[src/rtl/cpu_pkg.sv]
// Shared definitions for the pipeline control blocks.
// Holds the sequencer state encoding and the default bus widths.
package cpu_pkg;

  localparam int NB_REG_ADDRESS = 5;
  localparam int NB_CYCLE_COUNT = 32;
  localparam int NB_STATE       = 2;

  typedef enum logic [1:0] {
    ST_IDLE   = 2'd0,
    ST_RUN    = 2'd1,
    ST_STEP   = 2'd2,
    ST_HALTED = 2'd3
  } state_t;

endpackage

[src/rtl/load_use_detector.sv]
// Detects a load in ID/EX whose destination is read by the instruction in IF/ID.
// Register 0 is never a real dependency.
module load_use_detector #(
  parameter int NB_REG_ADDRESS = cpu_pkg::NB_REG_ADDRESS
) (
  input  logic                      i_mem_read_id_ex,
  input  logic [NB_REG_ADDRESS-1:0] i_rt_id_ex,
  input  logic [NB_REG_ADDRESS-1:0] i_rs_if_id,
  input  logic [NB_REG_ADDRESS-1:0] i_rt_if_id,
  output logic                      o_stall
);
  import cpu_pkg::*;

  logic w_dest_valid;
  logic w_src_match;

  assign w_dest_valid = (i_rt_id_ex != '0);
  assign w_src_match  = (i_rt_id_ex == i_rs_if_id) || (i_rt_id_ex == i_rt_if_id);
  assign o_stall      = i_mem_read_id_ex && w_dest_valid && w_src_match;

endmodule

[src/rtl/pipeline_hazard_controller.sv]
// Run/step/halt sequencer plus load-use stall and branch flush gating for the pipeline.
// state  | meaning: IDLE waiting for debug | RUN free-running | STEP one enabled cycle | HALTED program done
module pipeline_hazard_controller #(
  parameter int NB_REG_ADDRESS = cpu_pkg::NB_REG_ADDRESS,
  parameter int NB_CYCLE_COUNT = cpu_pkg::NB_CYCLE_COUNT,
  parameter int NB_STATE       = cpu_pkg::NB_STATE
) (
  input  logic                      i_clock,
  input  logic                      i_reset,
  input  logic                      i_run,
  input  logic                      i_step,
  input  logic                      i_clear,
  input  logic                      i_halt_wb,
  input  logic [NB_REG_ADDRESS-1:0] i_rs_if_id,
  input  logic [NB_REG_ADDRESS-1:0] i_rt_if_id,
  input  logic [NB_REG_ADDRESS-1:0] i_rt_id_ex,
  input  logic                      i_mem_read_id_ex,
  input  logic                      i_branch_taken,
  output logic                      o_pipeline_enable,
  output logic                      o_pc_write,
  output logic                      o_if_id_write,
  output logic                      o_id_ex_bubble,
  output logic                      o_if_id_flush,
  output logic                      o_halted,
  output logic [NB_STATE-1:0]       o_state,
  output logic [NB_CYCLE_COUNT-1:0] o_cycle_count
);
  import cpu_pkg::*;

  state_t                    r_state;
  logic [NB_CYCLE_COUNT-1:0] r_cycle_count;
  logic                      w_enable;
  logic                      w_stall;

  load_use_detector #(
    .NB_REG_ADDRESS(NB_REG_ADDRESS)
  ) u_load_use (
    .i_mem_read_id_ex(i_mem_read_id_ex),
    .i_rt_id_ex      (i_rt_id_ex),
    .i_rs_if_id      (i_rs_if_id),
    .i_rt_if_id      (i_rt_if_id),
    .o_stall         (w_stall)
  );

  assign w_enable = (r_state == ST_RUN) || (r_state == ST_STEP);

  always_ff @(posedge i_clock or posedge i_reset) begin
    if (i_reset) begin
      r_state       <= ST_IDLE;
      r_cycle_count <= '0;
    end else if (i_clear) begin
      r_state       <= ST_IDLE;
      r_cycle_count <= '0;
    end else begin
      // Stall cycles still count: they are enabled cycles, just without PC progress.
      if (w_enable && (r_cycle_count != '1))
        r_cycle_count <= r_cycle_count + 1'b1;
      case (r_state)
        ST_IDLE: begin
          if (i_run)       r_state <= ST_RUN;
          else if (i_step) r_state <= ST_STEP;
        end
        ST_RUN: begin
          if (i_halt_wb) r_state <= ST_HALTED;
        end
        ST_STEP:   r_state <= i_halt_wb ? ST_HALTED : ST_IDLE;
        ST_HALTED: r_state <= ST_HALTED;
        default:   r_state <= ST_IDLE;
      endcase
    end
  end

  assign o_pipeline_enable = w_enable;
  assign o_pc_write        = w_enable && !w_stall;
  assign o_if_id_write     = w_enable && !w_stall;
  assign o_id_ex_bubble    = w_enable && w_stall;
  assign o_if_id_flush     = w_enable && i_branch_taken && !w_stall;
  assign o_halted          = (r_state == ST_HALTED);
  assign o_state           = NB_STATE'(r_state);
  assign o_cycle_count     = r_cycle_count;

endmodule

[config.mk]
export PLATFORM = sky130hd
export DESIGN_NAME = pipeline_hazard_controller
export DESIGN_NICKNAME = d
export VERILOG_FILES = /design/src/rtl/cpu_pkg.sv /design/src/rtl/load_use_detector.sv /design/src/rtl/pipeline_hazard_controller.sv
export SDC_FILE = /design/constraint.sdc
export NUM_CORES = 1
export LEC_CHECK = 0
export BUFFER_PORTS_ARGS = -buffer_cell sky130_fd_sc_hd__buf_2
export CAP_MARGIN = 30
export CORE_ASPECT_RATIO = 0.7
export CORE_MARGIN = 2
export CORE_UTILIZATION = 56
export CTS_CLUSTER_SIZE = 30
export DETAILED_ROUTE_END_ITERATION = 10
export GPL_ROUTABILITY_DRIVEN = 0
export PLACE_DENSITY = 0.85
export SLEW_MARGIN = 30
export SYNTH_ARGS = -nofsm -noshare
export SYNTH_HDL_FRONTEND = slang
export SYNTH_SLANG_ARGS = --single-unit
[constraint.sdc]
create_clock -name i_clock -period 4.7 [get_ports i_clock]
set_input_delay 0.94 -clock i_clock [delete_from_list [all_inputs] [get_ports i_clock]]
set_output_delay 0.94 -clock i_clock [all_outputs]
set_load 0.01 [all_outputs]
# Yosys cells after proc, flatten, opt, wreduce, memory -nomap -nowiden
# Index checks and enable logic that the tools add are counted.
# op_classes
addsub,1
eq_ne,8
muxes,8
n_reduce_logical,14
# ops
operator,count
2-to-1 mux 32 bit,2
adder 32 x 1 -> 32 bit (second input constant),1
!= test 32 bit (second input constant),1
== test 5 bit,2
2-to-1 mux 2 bit,5
case mux 2 bit (4 select lines),1
logical AND 1 bit,7
nonzero test 5 bit,1
== test 2 bit (second input constant),2
!= test 4 bit (second input constant),1
!= test 3 bit (second input constant),1
== test 2 x 1 -> 1 bit (second input constant),1
logical NOT 2 bit,1
logical OR 1 bit,2
AND reduction 2 bit,1
nonzero test 2 bit,1
logical NOT 1 bit,1
# word_totals
reg_bits,34
in_bits,23
elab_cells,33

# Logic depth before layout (Yosys ltp)
# Gate-level depths: netlist (run 1).
# depth
word_depth,5
ltp_mapped,8
ltp_nobuf,7

# Modules after synthesis
# Synthesis (run 1) repeated with hierarchy kept, for this count alone.
# hier_totals
hier_cells,246
hier_area_um2,2203.4
# modules_own_cells
module,instances,cells_per_inst,area_per_inst_um2,seq_area_each_um2
pipeline_hazard_controller,1,229,2078.2,850.8
load_use_detector,1,17,125.1,0.0

# Least setup slack after synthesis (run 1)
# No wires, ideal clock.
# synth_path
path_kind,input-to-output
start,input port i_rt_id_ex[0]
end,output port o_pc_write
arrival_ps,2020
t_required_ps,3760
slack_ps,1740
stages,5
cell_sequence,or4_1 o21ai_0 a21oi_1 nor2_1 buf_4
# synth_between
elab_chain_cells,5
word_cells_on_any_way,8
classes_between,eq/ne: 2; reduce/logical: 6
# synth_lines
element,line,rtl
from (decl),pipeline_hazard_controller.sv:16,"input logic [NB_REG_ADDRESS-1:0] i_rt_id_ex,"
== test 5 bit / nonzero test 5 bit (equally long branches),"load_use_detector.sv:18, load_use_detector.sv:17",
logical OR 1 bit / logical AND 1 bit (equally long branches),"load_use_detector.sv:18, load_use_detector.sv:19",
logical AND 1 bit *,load_use_detector.sv:19,assign o_stall = i_mem_read_id_ex && w_dest_valid && w_src_match;
logical NOT 1 bit *,-,
logical AND 1 bit *,-,
to (decl),pipeline_hazard_controller.sv:20,"output logic o_pc_write,"
# Every way passes the cells marked *; elsewhere a longest branch is shown, timed or not.

# Final worst setup path (run 1)
# layout_path
start,input port i_rt_id_ex[0]
end,output port o_if_id_flush
# layout_between
elab_chain_cells,5
word_cells_on_any_way,8
classes_between,eq/ne: 2; reduce/logical: 6
# layout_lines
element,line,rtl
== test 5 bit / nonzero test 5 bit (equally long branches),"load_use_detector.sv:18, load_use_detector.sv:17",
logical OR 1 bit / logical AND 1 bit (equally long branches),"load_use_detector.sv:18, load_use_detector.sv:19",
logical AND 1 bit *,load_use_detector.sv:19,
logical NOT 1 bit *,pipeline_hazard_controller.sv:77,assign o_if_id_flush = w_enable && i_branch_taken && !w_stall;
logical AND 1 bit *,pipeline_hazard_controller.sv:77,
to (decl),pipeline_hazard_controller.sv:23,"output logic o_if_id_flush,"
# Marks and branches as above.

==> results of run 1 <==
## synthesized netlist by cell type (2+ instances only)
library cell	n	area, um2
a211oi_1	5	37.54
nor2b_1	5	31.28
nand3_1	11	55.05
o21ai_0	6	30.03
nor4_1	7	43.79
a21oi_1	13	65.06
ha_1	6	75.07
nor3_1	6	30.03
or3_1	5	31.28
nand2_1	13	48.80
and3_1	3	18.77
a311oi_1	2	17.52
o31ai_1	6	45.04
inv_1	7	26.28
nor2_1	26	97.59
o41ai_1	2	17.52
nand4_1	12	75.07
mux2_2	3	33.78
xor2_1	9	78.83
xnor2_1	17	148.9
clkbuf_1	8	30.03
a31oi_1	3	18.77
dfrtp_1	34	850.8
buf_2	3	15.01
and4_1	3	26.28
or4_1	10	75.07
## cell usage in the layout (no fill, tap or decap), types with 5 or more instances in the layout
cell | netlist | layout
buf_2 | 3 | 62
dfrtp_1 | 34 | 34
nor2_1 | 26 | 26
xnor2_1 | 17 | 17
nand2_1 | 13 | 13
a21oi_1 | 13 | 13
nand4_1 | 12 | 12
nand3_1 | 11 | 11
or4_1 | 10 | 10
xor2_1 | 9 | 9
nor4_1 | 7 | 7
inv_1 | 7 | 7
o21ai_0 | 6 | 6
nor3_1 | 6 | 6
o31ai_1 | 6 | 6
ha_1 | 6 | 6
a211oi_1 | 5 | 5
nor2b_1 | 5 | 5
or3_1 | 5 | 5
clkbuf_8 | 0 | 5
## worst register-to-register path, cell delays in order, from the launching register on
cell	delay, ps
dfrtp_1	420
inv_1	110
ha_1	550
and3_1	340
nand4_1	440
or4_1	570
or3_1	310
a21oi_1	140
## per-stage QoR
step / util / total power [mW] / hold slack [ps]
2_1_floorplan: - / 0.4771 / 563.4
3_3_place_gp: 0.6932 / 0.5408 / 530.8
3_5_place_dp: 0.6932 / 0.5460 / 546.4
4_1_cts: 0.7143 / 0.7494 / 556.8
5_1_grt: 0.7143 / 0.7846 / 607.0
6_report: 0.7143 / 0.7415 / 560.7
## state kept, by name, summed over array words and instances, names as in the netlist
register	cells
o_cycle_count	32
o_state	2
## final timing paths
path                                               start                       endpoint  slack (ps)  depth (start not counted)
setup / recovery                           i_rt_id_ex[0]                  o_if_id_flush        1600                          6
hold / removal             o_cycle_count[16]$_DFFE_PP0P_  o_cycle_count[16]$_DFFE_PP0P_         560                          1
setup reg to reg                  o_state[0]$_DFFE_PP0P_  o_cycle_count[31]$_DFFE_PP0P_        1730                          7
hold reg to reg            o_cycle_count[16]$_DFFE_PP0P_  o_cycle_count[16]$_DFFE_PP0P_         560                          1
max in group asynchronous                        i_reset  o_cycle_count[25]$_DFFE_PP0P_        3650                          3
min in group asynchronous                        i_reset  o_cycle_count[27]$_DFFE_PP0P_         730                          3
## layer usage
metal	global-route usage	vias to the layer above
met5	0	-
met4	0.09023	0
met3	0.04545	5
met2	0.3871	91
met1	0.3825	990
li1	-	1014
## cell type report
class                           instances  area [um2]  share of cell area
Clock buffer                            7       76.32             0.02947
Inverter                                7       26.28             0.01014
Multi-Input combinational cell        188        1249              0.4821
Sequential cell                        34       850.8              0.3285
Tap cell                               50       62.56             0.02415
Timing Repair Buffer                   64       325.3              0.1256
## report_power, final
group          total [mW]  leakage (nW)  switching, mW  internal, mW
Clock               0.201        0.0383         0.0994         0.102
Combinational       0.215         0.625          0.128        0.0873
Sequential          0.325         0.472         0.0189         0.307
Total               0.742          1.14          0.246         0.496
## logic make-up (layout without fill, tap and decap cells)
family          after synthesis  count (layout)  share of synthesized area
compound gates               42              42                     0.1315
xor+xnor                     26              26                     0.1045
fa+ha+maj                     6               6                    0.03446
buf+inv                      19              78                    0.03619
flops                        34              34                     0.3906
mux                           4               4                    0.02010
simple gates                110             110                     0.2826
==> key figures, run 1 <==
Synthesis
  • Count of cell types in the netlist: 42
  • Post-synth ARST share: 1.000
  • EDFF count, synth: 0
  • Synth Instances: 241
  • Mapped cell area: 2178 um2
  • Syn Area/Cell: ~9 um2
  • Synthesized Nets: 270
  • YS warnings: 0
  • Post-synth top flop: dfrtp_1
  • #FFs+latches synth: 34
  • Sequential fraction of the synthesis area: 0.3906

Finish
  • Share of cells above drive strength 1: 0.2667
  • Antenna cells: 0
  • Area added between synthesis and finish: 18.90%
  • Nets: 329
  • Cell area after layout: 2590 um2
  • Cell Count, Final, Fillers Out: 350
  • Fillers: 289

Die
  • Die area: approximately 4400 um2
  • Placeable Area: 3626 um2
  • Die Height: 56.18 um
  • Overall die width: 78.55 um
  • Num ports: 63
  • Num rows: 18
  • Starting Density: 0.6008

Power
  • Peak supply drop: 295.0 uV
  • PwrDens: 286.3 nW/um2
  • Pleak: 1.135 nW

Clock tree
  • Post-CTS sizing: 0
  • Clk buf depth: 2
  • Clock transition at the registers of the reported paths: 60 ps
  • H-tree levels: 2
  • Root buf cell: clkbuf_8
  • CTS tree: built
  • CTS Hold Bufs: 0
  • Clk sink count: 34
  • Setup Buffers After CTS: 0
  • Clock latency reported for the late side of the worst-skew pair: 290 ps
  • Total CTS buffers: 5

Routing
  • Starting DRT DRC Count: 132
  • Met3 routed WL: 371 um
  • Total number of vias: 2100
  • Routed len/inst: 15.39 um
  • Iteration count of the initial detailed-routing pass: 5
  • DR top layer: met4
  • Final ANT Viol Nets: 0
  • WL final: 5387 um
  • Residual DRC: 0
  • Met2 wire len: 2367 um
  • DR vias/cell: 6.000
  • Met1 WL: 2591 um

Hold path
  • Hold Crit Class: reg -> reg

STA
  • FMAX: between 0.3 and 0.4 GHz
  • Final number of hold-violating endpoints: 0
  • Final period utilization: 0.6602
  • Max Slew Vio Count: 0
  • Setup_tns: 0 ps
  • Setup Skew: 3.886 ps
  • Unrepaired setup endpoints after global routing: no
  • Slew margin rel.: 0.4321
  • Endpoints failing setup: 0
  • Final worst slack: about 1600 ps
  • Post-route minimum period: roughly 3100 ps
  • Worst Max-Slew Pin Slew: 844.1 ps

Placed design
  • Placed cell area: approximately 2500 um2
  • DP HPWL: between 3000 and 4000 um
  • Placed cells: about 340
  • PortBufs: 62
  • Placement Setup Slack: ~1600 ps

Setup path
  • Max FO, Critical Path: 3
  • Critical path type: in -> out
  • Crit end category: output pin
  • Top cell by count, worst path: buf_2
  • CP required: between 3000 and 4000 ps
  • Crit path max-delay cell type: or4_1
  • Bufs and invs on worst path: 2
  • Arr. time, crit path: 2160 ps
  • CP delay by family, top: simple AND/OR/NAND/NOR gates
  • Worst path cell trace: buf_2 > or4_1 > o21ai_0 > a21oi_1 > nor3b_1 > buf_2
  • Startpoint Class: input port
  • Crit-path max cell delay: approximately 530 ps

GRT
  • Global-route wire length before repair: 9059 um
  • Largest net degree at the start of global routing: 39
  • Vias in the first global route: 1932
  • Gr usage total: 0.2607
  • GR Overflow Total: 0
  • Initial antenna violation count: 0

Outcome
  • Status: finished, final reports clean

Job
  • Maxcap violations: 0
Power figures use the tool's default switching activity.
==> run 2: changes to the inputs <==
Settings changed: CORE_UTILIZATION 56 to 47, PLACE_DENSITY 0.85 to 0.76.
Clock period 4.7 ns to 2.7 ns, I/O delays scaled along.
==> run 2 against run 1 <==
- register-to-register slack lost 1300 ps
- via count up 0.81%
- combinational power is 84% higher
- clock-buffer cell count unchanged
- critical path depth rose by 1
- hold slack lost 230 ps
- clock power increased by 78%
- cell area grew 2.3%
- critical endpoint is now o_cycle_count[31]$_DFFE_PP0P_
- largest power group unchanged
==> key figures, run 2 (synthesis gave the netlist of run 1 again) <==
Outcome
  • Status: finished, final reports clean

STA
  • FMAX: 0.4338 GHz
  • Setup Skew: 2.439 ps (-1.446 ps)
  • Endpoints failing setup: 0 (unchanged)
  • Worst Max-Slew Pin Slew: 562.7 ps (-281.4 ps)
  • Slew margin rel.: 0.6152 (+0.1831)
  • Worst hold slack: 333.2 ps (-227.5 ps)
  • Post-route minimum period: approximately 2300 ps
  • Unrepaired setup endpoints after global routing: no
  • Final period utilization: 0.8537
  • Setup_tns: 0 ps (unchanged)
  • Final number of hold-violating endpoints: 0 (unchanged)
  • Max Slew Vio Count: 0 (unchanged)

Setup path
  • CP delay by family, top: simple AND/OR/NAND/NOR gates
  • Crit path max-delay cell type: or4_1
  • R2R Setup Slk: 390 ps (-1340 ps)
  • Max FO, Critical Path: 6 (+3)
  • Reg2reg end: o_cycle_count[31]$_DFFE_PP0P_
  • Arr. time, crit path: 2520 ps (+360 ps)
  • Crit end category: flip-flop
  • Bufs and invs on worst path: 1 (-1)
  • Critical path type: reg -> reg
  • CP required: 2920 ps (-840 ps)
  • Startpoint Class: flip-flop
  • Worst path cell trace: inv_1 > ha_1 > and3_1 > nand4_1 > or4_1 > or3_1 > a21oi_1
  • R2R Path Start: o_state[0]$_DFFE_PP0P_
  • FF-to-FF path depth: 7 (unchanged)
  • Crit-path max cell delay: 460 ps (-70 ps)

Hold path
  • Hold Crit Class: in -> async

Clock tree
  • Setup Buffers After CTS: 0 (unchanged)
  • Post-CTS sizing: 0 (unchanged)
  • Clk sink count: 34 (unchanged)
  • Root buf cell: clkbuf_8
  • H-tree levels: 2 (unchanged)
  • CTS Hold Bufs: 0 (unchanged)
  • Clock latency reported for the late side of the worst-skew pair: 290 ps (about the same)
  • Total CTS buffers: 5 (unchanged)
  • Clock transition at the registers of the reported paths: 70 ps (about the same)
  • CTS tree: built
  • Clk buf depth: 2 (unchanged)

Finish
  • Nets: 336 (+2.1%)
  • Max reg flops: 32 (unchanged)
  • Cell area after layout: 2649 um2 (+2.3%)
  • Area added between synthesis and finish: 21.60%
  • Commonest non-fill, non-tap cells in the layout: buf_2, dfrtp_1, nor2_1
  • Share of cells above drive strength 1: 0.2834 (+0.01672)
  • Antenna cells: 0 (unchanged)
  • Fillers: 409 (+42%)
  • Final core occ: 0.6014 (-0.1129)
  • Commonest non-fill, non-tap cell in the layout: buf_2
  • Cell Count, Final, Fillers Out: 362 (+3.4%)

Routing
  • Final ANT Viol Nets: 0 (unchanged)
  • DR vias/cell: 5.848 (-2.5%)
  • Total number of vias: 2117 (+0.81%)
  • Residual DRC: 0 (unchanged)
  • Starting DRT DRC Count: 87 (-34%)
  • Routed len/inst: 15.59 um (+1.3%)
  • Iteration count of the initial detailed-routing pass: 4 (-1)
  • WL final: 5644 um (+4.8%)

Power
  • PwrDens: 498.0 nW/um2 (+74%)
  • Internal power: 0.8743 mW (+76%)
  • Clk network pwr share: 0.272 (about the same)
  • Pleak: 1.168 nW (+2.9%)
  • Sequential share of power: 0.428 (-0.011)
  • Sw Ratio: 0.3372 (+0.005530)
  • Peak supply drop: 334.4 uV (+13%)
  • Sw Pwr: 0.4447 mW (+81%)
  • Comb pwr share: 0.300 (+0.010)

Die
  • Placeable Area: 4404 um2 (+21%)
  • Die area: 5204 um2 (+18%)
  • Num ports: 63 (unchanged)
  • Num rows: 20 (+2)
  • Overall die width: 85.37 um (+8.7%)
  • Die Height: 60.96 um (+8.5%)
  • Starting Density: 0.4946 (-0.1062)

GRT
  • Largest net degree at the start of global routing: 35 (-10%)
  • Initial antenna violation count: 0 (unchanged)
  • Gr usage total: 0.2304 (-0.03030)
  • Global-route wire length before repair: 9432 um (+4.1%)
  • Vias in the first global route: 1959 (+1.4%)
  • GR Overflow Total: 0 (unchanged)

Job
  • Maxcap violations: 0 (unchanged)

Placed design
  • Placed cell area: 2572 um2 (+2.3%)
  • DP HPWL: 4215 um (+7.9%)
  • PortBufs: 62 (unchanged)
  • Placed cells: 355 (+3.5%)
## run 2: cell types whose count changed in the layout (fill, tap and decap cells not counted)
cell   before  now
buf_4       2    9
## run 2: per-layer routing
| metal | GRT usage | routed length [um] | vias to the layer above |
|---|---|---|---|
| li1 | - | - | 1026 |
| met1 | 0.3404 | 2820 | 1010 |
| met2 | 0.3393 | 2385 | 76 |
| met3 | 0.05306 | 383 | 5 |
| met4 | 0.06803 | 55 | 0 |
| met5 | 0 | 0 | - |
## run 2: cell type report
| class | count | area [um2] | share of cell area |
|---|---|---|---|
| clock buffer | 7 | 76.32 | 0.02881 |
| inverter | 7 | 26.28 | 0.009920 |
| multi-input combinational | 188 | 1249 | 0.4714 |
| sequential | 34 | 850.8 | 0.3212 |
| tap | 55 | 68.82 | 0.02598 |
| timing repair buffer | 71 | 377.9 | 0.1427 |
## run 2: stage by stage
| stage | power, mW | setup slack, ps |
|---|---|---|
| floorplan | 0.8305 | 391.2 |
| global placement | 0.9624 | 427.9 |
| detailed placement | 0.9700 | 402.6 |
| CTS | 1.332 | 386.6 |
| global route | 1.402 | 172.5 |
| finish | 1.319 | 394.9 |
## run 2: how the worst max path moves through the flow
stage	start	to	slack (ps)	cells past startpoint
global placement	i_rt_id_ex[0]	o_if_id_flush	430	6
global route	o_state[0]$_DFFE_PP0P_	o_cycle_count[31]$_DFFE_PP0P_	170	7
detailed placement	o_state[1]$_DFFE_PP0P_	o_cycle_count[31]$_DFFE_PP0P_	400	7
CTS	o_state[0]$_DFFE_PP0P_	o_cycle_count[31]$_DFFE_PP0P_	390	7
finish	o_state[0]$_DFFE_PP0P_	o_cycle_count[31]$_DFFE_PP0P_	390	7
floorplan	o_state[0]$_DFFE_PP0P_	o_cycle_count[28]$_DFFE_PP0P_	390	8
## run 2: power by group through the flow
stage               combinational (mW)  clock [mW]  sequential, mW
finish                           0.396       0.358           0.565
detailed placement               0.395           0           0.575
floorplan                        0.250           0           0.580
CTS                              0.397       0.370           0.565
global placement                 0.392           0           0.570
global route                     0.443       0.390           0.570
## run 2: tightest hold or removal path, delay by kind of cell
kind                   cells  cell delay (ps)
buffers and inverters      3              510
